$ cat config.mk
export PLATFORM = sky130hd
export DESIGN_NAME = pipeline_hazard_controller
export DESIGN_NICKNAME = d
export VERILOG_FILES = /design/src/rtl/pipeline_hazard_controller_pkg.sv /design/src/rtl/pipeline_hazard_controller_sat_counter.sv /design/src/rtl/pipeline_hazard_controller.sv
export SDC_FILE = /design/constraint.sdc
export NUM_CORES = 1
export LEC_CHECK = 0
export CELL_PAD_IN_SITES_DETAIL_PLACEMENT = 0
export CELL_PAD_IN_SITES_GLOBAL_PLACEMENT = 2
export CORE_MARGIN = 3
export CORE_UTILIZATION = 27
export DETAILED_ROUTE_END_ITERATION = 6
export GPL_TIMING_DRIVEN = 0
export PLACE_DENSITY = 0.77
export SETUP_SLACK_MARGIN = 0.1
export SYNTH_ARGS = -nofsm -noshare
export SYNTH_HDL_FRONTEND = slang
export SYNTH_SLANG_ARGS = --single-unit
$ cat constraint.sdc
create_clock -name clk_i -period 2.6 [get_ports clk_i]
set_input_delay 0.39 -clock clk_i [delete_from_list [all_inputs] [get_ports clk_i]]
set_output_delay 0.39 -clock clk_i [all_outputs]
set_load 0.02 [all_outputs]
$ cat src/rtl/pipeline_hazard_controller_pkg.sv
// Shared types for the pipeline hazard controller: sequencer states and the
// bundled pipeline-register control word.
package pipeline_hazard_controller_pkg;

   typedef enum logic [1:0] {
      RUN         = 2'd0,
      LOAD_BUBBLE = 2'd1,
      MEM_WAIT    = 2'd2
   } hazard_state_t;

   typedef struct packed {
      logic pc_en;
      logic ifid_en;
      logic ifid_flush;
      logic idex_en;
      logic idex_flush;
      logic exmem_en;
      logic memwb_flush;
   } pipe_ctrl_t;

   // Field order: pc_en, ifid_en, ifid_flush, idex_en, idex_flush, exmem_en, memwb_flush
   localparam pipe_ctrl_t CTRL_RESET  = '{1'b0, 1'b0, 1'b1, 1'b0, 1'b1, 1'b0, 1'b1};
   localparam pipe_ctrl_t CTRL_FREEZE = '{1'b0, 1'b0, 1'b0, 1'b0, 1'b0, 1'b0, 1'b1};
   localparam pipe_ctrl_t CTRL_STALL  = '{1'b0, 1'b0, 1'b0, 1'b1, 1'b1, 1'b1, 1'b0};
   localparam pipe_ctrl_t CTRL_BRANCH = '{1'b1, 1'b1, 1'b1, 1'b1, 1'b0, 1'b1, 1'b0};
   localparam pipe_ctrl_t CTRL_RUN    = '{1'b1, 1'b1, 1'b0, 1'b1, 1'b0, 1'b1, 1'b0};

   // A load in EX whose destination feeds any operand ID actually reads.
   function automatic logic load_use_hazard(
      input logic       id_valid,
      input logic       ex_valid,
      input logic       ex_memrd,
      input logic [3:0] id_rs,
      input logic [3:0] id_rx,
      input logic [3:0] id_rd,
      input logic       id_uses_rx,
      input logic       id_uses_rd,
      input logic [3:0] ex_rd
   );
      logic match;
      match = (id_rs == ex_rd) ||
              (id_uses_rx && (id_rx == ex_rd)) ||
              (id_uses_rd && (id_rd == ex_rd));
      return id_valid && ex_valid && ex_memrd && match;
   endfunction

endpackage

$ cat src/rtl/pipeline_hazard_controller_sat_counter.sv
// Saturating up-counter with synchronous active-high clear; holds at all-ones.
module sat_counter #(
   parameter int W = 16
) (
   input  logic         clk_i,
   input  logic         rst_i,
   input  logic         inc_i,
   output logic [W-1:0] count_o
);

   localparam logic [W-1:0] CNT_MAX = {W{1'b1}};
   localparam logic [W-1:0] CNT_ONE = W'(1);

   logic [W-1:0] count_q;
   logic [W-1:0] count_d;

   always_comb begin
      if (inc_i && (count_q != CNT_MAX)) begin
         count_d = count_q + CNT_ONE;
      end else begin
         count_d = count_q;
      end
   end

   always_ff @(posedge clk_i) begin
      if (rst_i) begin
         count_q <= {W{1'b0}};
      end else begin
         count_q <= count_d;
      end
   end

   assign count_o = count_q;

endmodule

$ cat src/rtl/pipeline_hazard_controller.sv
// Stall/flush sequencer for the 5-stage pipeline: load-use bubbles, branch
// squash, memory-wait freeze with timeout, and stall/flush performance counters.
module pipeline_hazard_controller
   import pipeline_hazard_controller_pkg::*;
#(
   parameter int LOAD_STALL  = 1,
   parameter int MEM_TIMEOUT = 255,
   parameter int CNT_W       = 16
) (
   input  logic             clk_i,
   input  logic             rst_i,
   input  logic             id_valid_i,
   input  logic [3:0]       id_rs_i,
   input  logic [3:0]       id_rx_i,
   input  logic [3:0]       id_rd_i,
   input  logic             id_uses_rx_i,
   input  logic             id_uses_rd_i,
   input  logic             id_branch_i,
   input  logic             ex_valid_i,
   input  logic             ex_memrd_i,
   input  logic [3:0]       ex_rd_i,
   input  logic             mem_req_i,
   input  logic             mem_ack_i,
   output logic             pc_en_o,
   output logic             ifid_en_o,
   output logic             ifid_flush_o,
   output logic             idex_en_o,
   output logic             idex_flush_o,
   output logic             exmem_en_o,
   output logic             memwb_flush_o,
   output logic             mem_error_o,
   output logic [CNT_W-1:0] stall_cnt_o,
   output logic [CNT_W-1:0] flush_cnt_o
);

   localparam int                WAIT_W      = $clog2(MEM_TIMEOUT + 1);
   localparam logic [WAIT_W-1:0] WAIT_ZERO   = WAIT_W'(0);
   localparam logic [WAIT_W-1:0] WAIT_ONE    = WAIT_W'(1);
   localparam logic [WAIT_W-1:0] WAIT_LAST   = WAIT_W'(MEM_TIMEOUT - 1);
   localparam logic [2:0]        BUBBLE_INIT = 3'(LOAD_STALL - 1);

   hazard_state_t     state_q;
   hazard_state_t     state_d;
   logic [2:0]        bubble_q;
   logic [2:0]        bubble_d;
   logic [WAIT_W-1:0] wait_q;
   logic [WAIT_W-1:0] wait_d;
   logic              mem_error_q;
   logic              mem_error_d;
   pipe_ctrl_t        ctrl_s;
   logic              lu_s;
   logic              mw_s;
   logic              flush_inc_s;
   logic              stall_inc_s;

   assign lu_s = load_use_hazard(id_valid_i, ex_valid_i, ex_memrd_i, id_rs_i, id_rx_i,
                                 id_rd_i, id_uses_rx_i, id_uses_rd_i, ex_rd_i);
   assign mw_s = mem_req_i && !mem_ack_i;

   always_comb begin
      state_d     = state_q;
      bubble_d    = bubble_q;
      wait_d      = wait_q;
      mem_error_d = mem_error_q;
      ctrl_s      = CTRL_RUN;
      flush_inc_s = 1'b0;
      if (rst_i) begin
         ctrl_s = CTRL_RESET;
      end else begin
         case (state_q)
            RUN: begin
               if (mw_s) begin
                  ctrl_s  = CTRL_FREEZE;
                  state_d = MEM_WAIT;
                  wait_d  = WAIT_ONE;
               end else if (lu_s) begin
                  ctrl_s = CTRL_STALL;
                  if (LOAD_STALL > 1) begin
                     state_d  = LOAD_BUBBLE;
                     bubble_d = BUBBLE_INIT;
                  end else begin
                     state_d = RUN;
                  end
               end else if (id_branch_i && id_valid_i) begin
                  ctrl_s      = CTRL_BRANCH;
                  flush_inc_s = 1'b1;
               end else begin
                  ctrl_s = CTRL_RUN;
               end
            end
            LOAD_BUBBLE: begin
               if (mw_s) begin
                  ctrl_s   = CTRL_FREEZE;
                  state_d  = MEM_WAIT;
                  wait_d   = WAIT_ONE;
                  bubble_d = 3'd0;
               end else if (bubble_q == 3'd1) begin
                  ctrl_s   = CTRL_STALL;
                  state_d  = RUN;
                  bubble_d = 3'd0;
               end else begin
                  ctrl_s   = CTRL_STALL;
                  bubble_d = bubble_q - 3'd1;
               end
            end
            MEM_WAIT: begin
               if (mem_ack_i) begin
                  ctrl_s  = CTRL_RUN;
                  state_d = RUN;
                  wait_d  = WAIT_ZERO;
               end else if (wait_q == WAIT_LAST) begin
                  // Timeout: release as if acked and latch the error.
                  ctrl_s      = CTRL_RUN;
                  state_d     = RUN;
                  wait_d      = WAIT_ZERO;
                  mem_error_d = 1'b1;
               end else begin
                  ctrl_s = CTRL_FREEZE;
                  wait_d = wait_q + WAIT_ONE;
               end
            end
            default: begin
               ctrl_s   = CTRL_FREEZE;
               state_d  = RUN;
               wait_d   = WAIT_ZERO;
               bubble_d = 3'd0;
            end
         endcase
      end
   end

   always_ff @(posedge clk_i) begin
      if (rst_i) begin
         state_q     <= RUN;
         bubble_q    <= 3'd0;
         wait_q      <= WAIT_ZERO;
         mem_error_q <= 1'b0;
      end else begin
         state_q     <= state_d;
         bubble_q    <= bubble_d;
         wait_q      <= wait_d;
         mem_error_q <= mem_error_d;
      end
   end

   assign stall_inc_s = !ctrl_s.pc_en && !rst_i;

   sat_counter #(.W(CNT_W)) u_stall_cnt (
      .clk_i   (clk_i),
      .rst_i   (rst_i),
      .inc_i   (stall_inc_s),
      .count_o (stall_cnt_o)
   );

   sat_counter #(.W(CNT_W)) u_flush_cnt (
      .clk_i   (clk_i),
      .rst_i   (rst_i),
      .inc_i   (flush_inc_s),
      .count_o (flush_cnt_o)
   );

   assign pc_en_o       = ctrl_s.pc_en;
   assign ifid_en_o     = ctrl_s.ifid_en;
   assign ifid_flush_o  = ctrl_s.ifid_flush;
   assign idex_en_o     = ctrl_s.idex_en;
   assign idex_flush_o  = ctrl_s.idex_flush;
   assign exmem_en_o    = ctrl_s.exmem_en;
   assign memwb_flush_o = ctrl_s.memwb_flush;
   assign mem_error_o   = mem_error_q;

endmodule
==> flow_summary.ini, run 1 <==
[status]
status = finished, final reports clean

[logic_synthesis]
synth_nets = 319
syn_inst = 289
postSynth.asyncResetShare_pct = 0
synth_enable_flop_cells = 0
ys_types = 48
synth-main-ff-cell = dfxtp_1
syn_area_um2 = 2350
synth.yosys.seq_area_share_pct = 35.8
yosys_register_bits = 42
yosys_warnings = 0
synth_area_per_cell_um2 = 8.13

[floorplan]
die_h_um = 99.3
dieArea_um2 = 9850
initial_core_util_pct = 28.2
die_w_um = 99.3
rows = 33
pin_count = 66
design.core.area_um2 = 8340

[timing]
period_needed_ns = 2.42
finalCritPeriodShare_pct = 93.0
fin_worst_skew_ns = 0.00672
holdWs_ns = 0.476
tightest_slew_ns = 0.953
final_max_slew_viol_count = 0
relSlewSlack_pct = 36.3
hold_viol = 0
setup_viol = 0
fmax_ghz = 0.414
rsz0062_at_grt = yes

[placed_design]
portBuffers = 64
post_dp_cell_area_um2 = 3120
dp_hpwl_mm = 5.26
gp_congestion = 0.782

[route]
vias_per_cell = 5.16
routed_wl_mm = 6.98
wl_per_cell_um = 14.8
drc = 0
vias = 2437
first_iter_violations = 80
firstDrtPassIters = 4
ant_nets = 0

[cts]
insertion_delay_ns = 0.29
cts_tree = done
cts.sink_count = 42
htreeDepth = 2
clk_pin_slew_ns = 0.08
clk_path_buf_depth = 2
clock-root-buffer = clkbuf_8
cts-buffers-inserted = 5

[final_layout]
multi_input_area_um2 = 1470
layout-drive-gt1-share_pct = 16.6
finish.instance_area_um2 = 3310
final_cell_mix = clkdlybuf4s50_1 (45), dfxtp_1 (41), nor2_1 (28), a21oi_1 (22), nand2_1 (19)
final_common_cell = clkdlybuf4s50_1
syn2layout_area_growth_pct = 40.9
num-fill-cells = 894
seq_area_um2 = 842
final_nets = 396
insertedDiodeCount = 0

[worst_setup_path]
worst_path_most_repeated_cell = buf_6
max_stage_delay_ns = 0.52
endpoint_kind = output port
critical_path.cell_chain = clkdlybuf4s15_1 -> xor2_1 -> or4_4 -> o22ai_4 -> buf_6 -> nor2_2 -> a41o_1 -> buf_6
cpMaxStageDelayCell = or4_4
cp-start-kind = primary input
cp_max_fo = 3
cp_data_required_time_ns = 2.21
cp_data_arrival_time_ns = 2.03
crit_type = primary input to output port

[global_routing]
antenna_found_initial = 0
grt_pass1_wl_mm = 11.7
grt_usage_pct = 14.4
grt-ovfl-total = 0
grt_pass1_vias = 2318
grt_max_degree = 13

[pwr]
ir_drop_uv = 173
power_mw = 1.32
power.density_nw_per_um2 = 399
leakage_nw = 1.14

[hold_path]
min_path_type = flop to flop

[flow_run]
drv_cap = 0
cell type report:
class | instances | share of cell area (%)
Buffer | 13 | 1.97
Clock buffer | 7 | 2.61
Clock inverter | 1 | 0.151
Inverter | 11 | 1.25
Multi-Input combinational cell | 222 | 44.5
Sequential cell | 42 | 25.4
Tap cell | 105 | 3.97
Timing Repair Buffer | 71 | 20.2
where the power goes:
group	switching [mW]	internal (mW)	total [mW]
registers	0.0114	0.652	0.663
logic	0.123	0.0979	0.221
clock network	0.224	0.215	0.439
worst paths after layout:
kind / from / end / slack [ns] / cells past startpoint
worst max-delay path: id_rd_i[1] / ifid_flush_o / 0.18 / 8
worst min-delay path: mem_error_o / mem_error_o / 0.48 / 2
worst max register to register: wait_q[0] / wait_q[4] / 0.33 / 7
worst min register to register: mem_error_o / mem_error_o / 0.48 / 2
sequential cells by signal, summed over array words and instances, names as in the netlist:
name	flops
u_flush_cnt.count_o	16
u_stall_cnt.count_o	16
wait_q	8
mem_error_o	1
state_q	1
critical path, delay by kind of cell:
family	cells	cell delay, ns
XOR/XNOR	1	0.14
AND/OR/NAND/NOR	2	0.55
buffers and inverters	3	0.44
AO/OA/AOI/OAI	2	0.49
kinds of logic (layout without fill, tap and decap cells):
logic type / Yosys count / count (layout) / synth area share (%)
mux: 7 / 7 / 3.25
compound gates: 66 / 66 / 19.8
fa+ha+maj: 4 / 4 / 2.13
buf+inv: 25 / 103 / 4.37
simple gates: 128 / 128 / 28.3
flops: 42 / 42 / 35.8
xor+xnor: 17 / 17 / 6.34
metrics by stage:
step	std cells	utilization, %	TNS [ns]	worst slack (ns)
2_1_floorplan	289	-	0	0.392
3_3_place_gp	458	37.4	-14.65	-0.877
3_5_place_dp	458	37.4	-14.12	-0.873
4_1_cts	470	39.1	0	0.0865
5_1_grt	472	39.7	0	0.0813
6_report	472	39.7	0	0.182
synthesized netlist by cell type, types with 3 or more instances:
master / instances / area [µm²]
inv_1: 11 / 41.3
or3_1: 4 / 25.0
o31ai_1: 7 / 52.6
mux2_2: 5 / 56.3
ha_1: 4 / 50.1
or4_1: 8 / 60.1
dfxtp_1: 42 / 841
nand2b_1: 3 / 18.8
nand3_1: 17 / 85.1
nor2_1: 33 / 124
xor2_1: 8 / 70.1
a311oi_1: 4 / 35.0
o21ai_0: 6 / 30.0
a31o_2: 7 / 61.3
and2_1: 3 / 18.8
a21o_1: 3 / 22.5
and3_1: 6 / 37.5
nand4_1: 10 / 62.6
clkbuf_1: 11 / 41.3
nor2b_1: 5 / 31.3
nand2_1: 19 / 71.3
xnor2_1: 9 / 78.8
nor3_1: 11 / 55.1
a21oi_1: 23 / 115
what timing repair did:
item / in CTS / in global routing
pin swaps: 8 / 7
setup buffers: 5 / 2
hold buffers: 0 / 0
gates cloned: 0 / 0
resized for setup: 50 / 28
endpoints found under the setup margin: 34 / 16
routing by layer:
metal	vias up	GRT usage, %	wire length (µm)
met5	-	0	0
met4	0	3.47	52
met3	4	2.88	313
met2	60	23.3	3280
met1	1161	19.6	3330
li1	1212	-	-
No activity file was read; power rests on OpenSTA's default activity.
==> inputs of run 2 (changes only) <==
SKIP_LAST_GASP = 1   (was not set)
==> flow_summary.ini, run 2 (synthesis gave the netlist of run 1 again) <==
[timing]
finalCritPeriodShare_pct = 93.5
hold_viol = 0
fin_worst_skew_ns = 0.00722
tightest_slew_ns = 0.953
relSlewSlack_pct = 36.3
fmax_ghz = 0.411
setup_viol = 0
final_max_slew_viol_count = 0
holdWs_ns = 0.476
tns_ns = 0
period_needed_ns = 2.43
rsz0062_at_grt = yes

[final_layout]
finish.instance_area_um2 = 3270
syn2layout_area_growth_pct = 39.2
insertedDiodeCount = 0
final_cell_mix = clkdlybuf4s50_1 (45), dfxtp_1 (41), nor2_1 (29), a21oi_1 (22), nand2_1 (19)
layout-drive-gt1-share_pct = 15.6
final_nets = 394
final_common_cell = clkdlybuf4s50_1

[worst_setup_path]
critical_path.top_delay_family = simple AND/OR/NAND/NOR gates
cp_data_required_time_ns = 2.21
critical_path.cell_chain = dlygate4sd2_1 -> nand3_2 -> or4_4 -> o22ai_4 -> buf_6 -> nor2_2 -> a41o_1 -> buf_6
max_stage_delay_ns = 0.55
crit_type = primary input to output port
cp-start-kind = primary input
worst_path_most_repeated_cell = buf_6
cp_data_arrival_time_ns = 2.04
critPathBufInv = 3
endpoint_kind = output port
cp_max_fo = 3
cpMaxStageDelayCell = or4_4

[global_routing]
grt_pass1_vias = 2323
antenna_found_initial = 0
grt_pass1_wl_mm = 11.7
grt-ovfl-total = 0
grt_max_degree = 13
grt_usage_pct = 14.4

[route]
first_iter_violations = 70
routed_wl_mm = 7.00
vias = 2419
firstDrtPassIters = 4
ant_nets = 0
drc = 0
vias_per_cell = 5.15
wl_per_cell_um = 14.9

[cts]
clock-root-buffer = clkbuf_8
insertion_delay_ns = 0.29
htreeDepth = 2
clk_path_buf_depth = 2
cts_tree = done
clk_pin_slew_ns = 0.08
cts.sink_count = 42
cts-buffers-inserted = 5
postCtsHoldBufs = 0

[floorplan]
rows = 33
die_w_um = 99.3
pin_count = 66
dieArea_um2 = 9850
design.core.area_um2 = 8340
die_h_um = 99.3
initial_core_util_pct = 28.2

[pwr]
swShare_pct = 27.2
power.switching_mw = 0.358
power_mw = 1.32
seqPwrFrac_pct = 50.4
leakage_nw = 1.13
comb_power_share_pct = 16.2
power.density_nw_per_um2 = 403
power.internal_mw = 0.958
p_clk_share_pct = 33.5
ir_drop_uv = 174

[placed_design]
post_dp_cell_area_um2 = 3120
portBuffers = 64
dp_hpwl_mm = 5.26
gp_congestion = 0.782

[hold_path]
min_path_type = flop to flop

[flow_run]
drv_cap = 0

[status]
status = finished, final reports clean
## run 2: path summary, 6_finish.rpt
kind,from,end,slack [ns],cells past startpoint
worst min register to register,mem_error_o,mem_error_o,0.48,2
worst min-delay path,mem_error_o,mem_error_o,0.48,2
worst max-delay path,ex_valid_i,ifid_flush_o,0.17,8
worst max register to register,wait_q[0],wait_q[4],0.33,7
## run 2: metrics by stage
| stage | setup WS (ns) | std cells | util, % |
|---|---|---|---|
| floorplan | 0.392 | 289 | - |
| CTS | -0.00186 | 470 | 39.0 |
| global route | 0.0743 | 470 | 39.2 |
| finish | 0.168 | 470 | 39.2 |
| detailed placement | -0.873 | 458 | 37.4 |
| global placement | -0.877 | 458 | 37.4 |
## run 2: cell type report
class | instances | area, µm²
Multi-Input combinational cell | 222 | 1460
Clock buffer | 7 | 86.3
Inverter | 11 | 41.3
Timing Repair Buffer | 69 | 639
Sequential cell | 42 | 842
Fill cell | 895 | 5070
Clock inverter | 1 | 5.00
Buffer | 13 | 65.1
Tap cell | 105 | 131
## run 2: power by group through the flow
stage / Sequential (mW) / Clock (mW) / Combinational [mW]
floorplan: 0.683 / 0 / 0.103
global placement: 0.678 / 0 / 0.212
detailed placement: 0.678 / 0 / 0.213
CTS: 0.663 / 0.459 / 0.210
global route: 0.665 / 0.490 / 0.232
finish: 0.663 / 0.441 / 0.213
## run 2: what timing repair did
action,in CTS,in global routing
endpoints found under the setup margin,34,16
setup buffers,5,0
gates resized for setup,48,25
pin swaps,8,6
hold endpoints to repair,0,0
## run 2: worst min-delay path, stage by stage, from the launching register on
cell and delay [ns]:
dfxtp_1 0.33, a31oi_1 0.04, nor2_1 0.07
## run 2: per-layer routing
metal  wire (µm)  vias to the layer above  track usage, %
li1            -                     1208               -
met1        3440                     1164            19.7
met2        3300                       47            23.3
met3         255                        0            2.88
met4           0                        0            3.47
met5           0                        -               0
==> inputs of run 3 (changes only) <==
CORE_ASPECT_RATIO = 0.6   (was not set)
CORE_MARGIN = not set   (was 3)
GPL_ROUTABILITY_DRIVEN = 0   (was not set)
==> flow_summary.ini, run 3 (synthesis gave the netlist of run 1 again) <==
[hold_path]
min-delay-start = mem_error_o
min_path_type = flop to flop

[global_routing]
grt_usage_pct = 17.2
grt_pass1_vias = 2341
antenna_found_initial = 0
grt-ovfl-total = 0
grt_pass1_wl_mm = 12.0
grt_max_degree = 12

[route]
wl_per_cell_um = 15.5
firstDrtPassIters = 4
first_iter_violations = 132
routed_wl_mm = 7.34
vias_per_cell = 5.15
ant_nets = 0
drc = 0
met2_length_mm = 2.88
met3_length_um = 360
m1WireLength_mm = 4.06
vias = 2437
top_layer = met4

[worst_setup_path]
crit_type = primary input to output port
rr_worst_depth = 8
cp-start-kind = primary input
critical_path.cell_chain = dlygate4sd2_1 -> xor2_1 -> or4_4 -> o22ai_4 -> nor2_4 -> nor2_2 -> nor2_2 -> buf_4 -> buf_6
reg2reg_to = u_flush_cnt.count_o[10]
crit_path_end = pc_en_o
r2r-start = u_flush_cnt.count_o[0]
rrSetupSlack_ns = 0.34
endpoint_kind = output port
cp_data_arrival_time_ns = 2.04
worst_path_most_repeated_cell = nor2_2
cp_data_required_time_ns = 2.21
cpMaxStageDelayCell = or4_4
cp_max_fo = 4
max_stage_delay_ns = 0.54
crit_start = id_rd_i[1]

[pwr]
leakage_nw = 1.18
power.density_nw_per_um2 = 445
ir_drop_uv = 257

[timing]
tns_ns = 0
hold_viol = 0
fin_worst_skew_ns = 0.00592
setup_viol = 0
fmax_ghz = 0.412
final_max_slew_viol_count = 0
holdWs_ns = 0.487
finalCritPeriodShare_pct = 93.4
tightest_slew_ns = 0.578
period_needed_ns = 2.43
relSlewSlack_pct = 61.3
rsz0062_at_grt = yes

[flow_run]
drv_cap = 0

[final_layout]
final_util_pct = 41.3
multi_input_area_um2 = 1480
final_cell_mix = clkdlybuf4s50_1 (45), dfxtp_1 (40), nor2_1 (28), a21oi_1 (22), nand2_1 (19)
final_common_cell = clkdlybuf4s50_1
insertedDiodeCount = 0
layout-drive-gt1-share_pct = 17.0
final_nets = 395
num-fill-cells = 842
syn2layout_area_growth_pct = 43.0
seq_area_um2 = 843
final_cell_count_no_fill = 473

[floorplan]
pin_count = 66
rows = 25
design.core.area_um2 = 8130
die_w_um = 122
die_h_um = 74.2
dieArea_um2 = 9090
initial_core_util_pct = 28.9

[placed_design]
dp_hpwl_mm = 5.48
portBuffers = 64
dp.cells = 461

[cts]
clock-root-buffer = clkbuf_16
postCtsHoldBufs = 0
cts-buffers-inserted = 5
clk_path_buf_depth = 2
clk_pin_slew_ns = 0.06
insertion_delay_ns = 0.28
htreeDepth = 2
cts_tree = done
cts.sink_count = 42

[status]
status = finished, final reports clean
-- run 3: cell types whose count changed in the layout (fill, tap and decap cells not counted), sizes merged --
cell,change
buf,-2
clkbuf,+2
clkdlybuf4s15,-1
clkinv,-1
dlymetal6s2s,+2
-- run 3: final cells by class --
cell class	count	area share [%]
flip-flops and latches	42	25.1
repair buffers	70	19.6
inverters	11	1.23
plain buffers	13	1.97
well taps	108	4.02
multi-input cells	222	44.1
clock buffers	7	3.95
-- run 3: stage by stage --
stage,instance area (µm²),setup slack [ns],total power [mW]
2_1_floorplan,2350,0.392,0.786
3_3_place_gp,3120,-0.860,0.893
3_5_place_dp,3120,-0.862,0.893
4_1_cts,3310,0.0343,1.51
5_1_grt,3360,0.0723,1.57
6_report,3360,0.171,1.49
-- run 3: report_power, final --
group	total, mW	internal [mW]	switching [mW]	leakage [nW]
registers	0.665	0.653	0.0119	0.340
logic	0.222	0.0961	0.126	0.772
clock network	0.607	0.352	0.255	0.0640
total	1.49	1.10	0.393	1.18
-- run 3: worst max-delay path: cells and delay by family --
kind,cells,cell delay [ns]
AND/OR/NAND/NOR,4,0.76
buffers and inverters,3,0.50
AO/OA/AOI/OAI,1,0.25
XOR/XNOR,1,0.13
-- run 3: timing repair --
item                       CTS  global route
pin swaps                    8             8
resized for setup           46            27
cloned                       0             0
setup endpoints to repair   34            34
buffers inserted             4             2
-- run 3: worst min path at each step --
stage                     depth (start not counted)     endpoint
after floorplan                                   2    wait_q[5]
after global placement                            2    wait_q[5]
after detailed placement                          2    wait_q[5]
after CTS                                         2  mem_error_o
after global routing                              2  mem_error_o
final                                             2  mem_error_o
-- run 3: routing by layer --
metal	vias to the layer above	GRT usage, %
li1	1214	-
met1	1157	26.3
met2	61	24.0
met3	5	4.29
met4	0	3.25
met5	-	0
